===== src/rtl/life_stream_gen.sv =====
// rtl/life_stream_gen.sv - raster scanner of the life playfield RAM driving the scaler pixel stream
// Optional LIFE_STREAM_TESTPAT_EN replaces RAM data with a checkerboard of identical timing.
module life_stream_gen #(
  parameter int H_LIFE  = 1600,
  parameter int V_LIFE  = 1200,
  parameter int H_BLANK = 16,
  parameter int V_BLANK = 4,
  parameter int AW      = 20,
  parameter int D_LAG   = 3
) (
  input  logic          clk_in,
  input  logic          rst_n,
  input  logic          run,
  output logic          mem_rd,
  output logic [AW-1:0] mem_addr,
  input  logic [1:0]    mem_dout,
  output logic [1:0]    life_d,
  output logic          life_active,
  output logic [11:0]   life_h_counter,
  output logic [10:0]   life_v_counter,
  output logic          frame_done
);
  localparam int HP   = H_LIFE / 2;
  localparam int LINE = HP + H_BLANK;
  localparam int VTOT = V_LIFE + V_BLANK;
  localparam int XD   = (D_LAG > 3) ? D_LAG - 3 : 0;
  localparam logic [11:0] H_LAST   = 12'(2 * LINE - 2);
  localparam logic [10:0] V_LAST   = 11'(VTOT - 1);
  localparam logic [11:0] H_LIFE_C = 12'(H_LIFE);
  localparam logic [10:0] V_LIFE_C = 11'(V_LIFE);
  localparam logic [10:0] RJ_LAST  = 11'(HP + 1);

  typedef enum logic {IDLE, SCAN} state_t;

  state_t        state_q, state_d;
  logic [11:0]   h_q, h_d;
  logic [10:0]   v_q, v_d;
  logic          at_end;
  logic [11:0]   rh;
  logic [10:0]   rv, rj;
  logic [AW-1:0] pair, mem_addr_d, mem_addr_q;
  logic          mem_rd_d, mem_rd_q, rd_v_q;
  logic          frame_done_d, frame_done_q, active_d, active_q;
  logic [1:0]    data_in;
  logic [1:0]    dpipe_q [0:XD];

  function automatic logic [11:0] adv_h(input logic [11:0] h);
    return (h == H_LAST) ? 12'd0 : h + 12'd2;
  endfunction

  function automatic logic [10:0] adv_v(input logic [11:0] h, input logic [10:0] v);
    if (h != H_LAST) return v;
    return (v == V_LAST) ? 11'd0 : v + 11'd1;
  endfunction

  always_ff @(posedge clk_in) begin
    if (!rst_n) begin
      state_q <= IDLE;
      h_q     <= H_LAST;
      v_q     <= V_LAST;
    end else begin
      state_q <= state_d;
      h_q     <= h_d;
      v_q     <= v_d;
    end
  end

  // IDLE always sits on the frame-end position, so starting is just the normal wrap to (0,0)
  always_comb begin
    at_end  = (h_q == H_LAST) && (v_q == V_LAST);
    state_d = state_q;
    h_d     = h_q;
    v_d     = v_q;
    if (at_end) state_d = run ? SCAN : IDLE;
    if (!at_end || run) begin
      h_d = adv_h(h_q);
      v_d = adv_v(h_q, v_q);
    end
  end

  // Read slot rj: 0 = pre-read, 1..HP = pairs, HP+1 = post-read; D_LAG=2 needs one step of lookahead
  always_comb begin
    rh = h_d;
    rv = v_d;
    if (D_LAG == 2 && state_d == SCAN && !(h_d == H_LAST && v_d == V_LAST && !run)) begin
      rh = adv_h(h_d);
      rv = adv_v(h_d, v_d);
    end
    rj   = 11'(rh >> 1);
    pair = (rj == 11'd0) ? AW'(HP - 1) : ((rj == RJ_LAST) ? '0 : AW'(rj) - AW'(1));
    mem_rd_d     = (state_d == SCAN) && (rv < V_LIFE_C) && (rj <= RJ_LAST);
    mem_addr_d   = mem_rd_d ? (AW'(rv) * AW'(HP) + pair) : '0;
    frame_done_d = (state_d == SCAN) && (h_d == H_LAST) && (v_d == V_LAST);
    active_d     = (h_d < H_LIFE_C) && (v_d < V_LIFE_C);
  end

`ifdef LIFE_STREAM_TESTPAT_EN
  logic tp_q, tp2_q;
  always_ff @(posedge clk_in) begin
    if (!rst_n) begin
      tp_q  <= 1'b0;
      tp2_q <= 1'b0;
    end else begin
      tp_q  <= rv[0] ^ pair[0];
      tp2_q <= tp_q;
    end
  end
  assign data_in = {tp2_q, ~tp2_q};
`else
  assign data_in = mem_dout;
`endif

  always_ff @(posedge clk_in) begin
    if (!rst_n) begin
      mem_rd_q     <= 1'b0;
      mem_addr_q   <= '0;
      rd_v_q       <= 1'b0;
      frame_done_q <= 1'b0;
      active_q     <= 1'b0;
      for (int i = 0; i <= XD; i++) dpipe_q[i] <= 2'b00;
    end else begin
      mem_rd_q     <= mem_rd_d;
      mem_addr_q   <= mem_addr_d;
      rd_v_q       <= mem_rd_q;
      frame_done_q <= frame_done_d;
      active_q     <= active_d;
      dpipe_q[0]   <= rd_v_q ? data_in : 2'b00;
      for (int i = 1; i <= XD; i++) dpipe_q[i] <= dpipe_q[i-1];
    end
  end

  assign mem_rd         = mem_rd_q;
  assign mem_addr       = mem_addr_q;
  assign life_d         = dpipe_q[XD];
  assign life_active    = active_q;
  assign life_h_counter = h_q;
  assign life_v_counter = v_q;
  assign frame_done     = frame_done_q;
endmodule


===== config.mk =====
export PLATFORM = sky130hd
export DESIGN_NAME = life_stream_gen
export DESIGN_NICKNAME = d
export VERILOG_FILES = /design/src/rtl/life_stream_gen.sv
export SDC_FILE = /design/constraint.sdc
export NUM_CORES = 1
export LEC_CHECK = 0
export CORE_UTILIZATION = 40
export CTS_CLUSTER_SIZE = 30
export DETAILED_ROUTE_END_ITERATION = 6
export PLACE_DENSITY = 0.69
export SLEW_MARGIN = 20
export SYNTH_ARGS = -nofsm -noshare
export SYNTH_HDL_FRONTEND = slang
export SYNTH_SLANG_ARGS = --single-unit

===== constraint.sdc =====
create_clock -name clk_in -period 6.6 [get_ports clk_in]
set_clock_uncertainty 0.05 [all_clocks]
set_input_delay 1.32 -clock clk_in [delete_from_list [all_inputs] [get_ports clk_in]]
set_output_delay 1.32 -clock clk_in [all_outputs]
set_load 0.05 [all_outputs]

==> reports/results.ini <==
[yosys]
synth_top_area_share_pct=25.4
netlist_area_mm2=0.00395
yosysWarnings=0
synthCells=456
synth_edf_count=0
seq_area_frac_synth_pct=25.4
synth.net_count=527
synth_cell_types=65
yosys-top-cells-area=dfxtp_1 25%, ha_1 19%, xnor2_1 5.5%
yosysTopAreaCell=dfxtp_1
synthFlopType=dfxtp_1
ys_seq_elements=50
postSynthAreaPerCell_um2=8.65
postSynth.asyncResetShare_pct=0

[sta]
tns_ns=0
hold_viol=0
fin_crit_sh_pct=94.2
tightest_slew_ns=0.701
max_slew_margin_pct=52.9
fmax_mhz=161
post-route-min-period_ns=6.22
drv_slew=0
rsz0062_at_grt=false
setup_viol=0

[cells_and_area]
n_fill_cell=911
area_growth_pct=20.5
finalNetCount=585
final-seq-area_mm2=0.00100
antennaDiodeCount=0
final_cell_mix=59 x ha_1, 52 x clkdlybuf4s50_1, 50 x dfxtp_1
multi_input_area_mm2=0.00276
final_common_cell=ha_1
layout-drive-gt1-share_pct=7.57

[clock_network]
clk_pin_slew_worst_paths_ns=0.10
clock_tree.root_cell=clkbuf_8
postCtsSetupRepairBufs=0
clkSinkCount=50
h-tree-depth=2
postCtsHoldBufs=0
clk_latency_ns=0.32
cts_tree=yes
numCtsBuffers=5
cts.path.max_buffers=2

[setup_path]
crit_path_top_delay_cell=or4_4
max_stage_delay_ns=0.67
crit_chain=or4_4 -> or4_4 -> nor2_2 -> a21oi_1 -> a31oi_1 -> ha_1 -> ha_1 -> inv_1 -> fa_1 -> inv_1 -> ha_1 -> a21oi_1 -> o21bai_1 -> a21oi_1 -> o21bai_1 -> a21oi_1 -> xnor2_1 -> ha_1 -> or3_1 -> a211o_1 -> a41oi_1 -> xnor2_1 -> nor2_1
crit_type=reg2reg
reg2reg_slack_ns=0.38
crit_start=life_h_counter[7]
cp.required_ns=6.74
crit_buf_inv=2
cp-end-kind=flip-flop
crit_family=simple AND/OR/NAND/NOR gates
cp.arrival_ns=6.35
cp-start-kind=flip-flop
critPathMaxFanout=14
r2r-start=life_h_counter[7]

[placement]
numPortBuffers=52
dp_hpwl_mm=7.30
place_congestion=0.860

[floorplan]
num_rows=35
ios=53
die_h_um=101
core_area_mm2=0.00942
start_util_pct=41.9
die_x_um=101
die_area_mm2=0.0103

[worst_hold_path]
hold_class=reg2reg
holdCritStartpoint=mem_rd

[routing]
drt_iter0_drc=94
drcViolationCount=0
ant_nets=0
dr.pass1.iters=4
vias=3365
wirelength_mm=9.24
via_per_inst=5.23
wire_per_inst_um=14.4

[grt]
gr-total-overflow=0
grt_usage_pct=19.1
grt_pass1_wl_mm=15.6
grt_max_degree=29
first_global_vias=3261
antenna_found_initial=0

[run]
maxCapViolCount=0

[run_status]
status=finished clean

-- cell usage after synthesis (9+ instances only) --
cell type,n
a21oi_1,20
and2_1,10
dfxtp_1,50
ha_1,59
inv_1,37
nand2_1,37
nand3_1,16
nor2_1,34
nor2b_1,9
nor3_1,18
o21ai_0,11
xnor2_1,25
xor2_1,15
-- flip-flops by register name (all words and copies together), names as in the netlist --
register        count
life_active         1
rd_v_q              1
mem_addr           20
state_q             1
mem_rd              1
frame_done          1
life_h_counter     12
life_v_counter     11
dpipe_q             2
-- what timing repair did --
action                                  4_1_cts  5_1_grt
endpoints found under the setup margin        0        2
resized for setup                             0        3
endpoints found under the hold margin         0        0
-- per-layer routing --
metal  vias up  part of all wire [%]  routed length (um)  GRT usage (%)
met4         0                   1.6                 146           5.24
met3        10                   5.1                 469           2.76
met2        75                    44                4050           30.9
met5         -                     0                   0              0
met1      1561                    49                4570           26.7
li1       1719                     -                   -              -
-- worst paths after layout --
check | endpoint | cells past startpoint
max | mem_addr[19] | 23
min | rd_v_q | 1
max reg2reg | mem_addr[19] | 23
min reg2reg | rd_v_q | 1
-- kinds of logic after synthesis --
kind of cell             share of synthesized area [%]
AO/OA/AOI/OAI                                     13.8
XOR/XNOR                                          9.45
adder cells (fa/ha/maj)                           22.3
buffers and inverters                             4.91
flip-flops                                        25.4
multiplexers                                     0.793
AND/OR/NAND/NOR                                   23.4
-- layout make-up --
cell class	count	area share (%)
Tap cell	129	3.39
Timing Repair Buffer	62	12.5
Sequential cell	50	21.0
Inverter	37	2.92
Multi-Input combinational cell	358	58.0
Clock buffer	6	1.74
Clock inverter	2	0.342
-- stage by stage --
stage / util (%) / hold slack [ns] / instance area, um^2 / instances / setup WS, ns
floorplan: - / 0.394 / 3950 / 456 / 0.466
global placement: 49.4 / 0.400 / 4650 / 636 / 0.254
detailed placement: 49.4 / 0.412 / 4650 / 636 / 0.118
CTS: 50.4 / 0.437 / 4750 / 644 / 0.299
global route: 50.5 / 0.466 / 4760 / 644 / 0.0157
finish: 50.5 / 0.430 / 4760 / 644 / 0.384
Power is not shown: default switching activity piles up to over one toggle a cycle in this logic, so the estimate is an artifact.
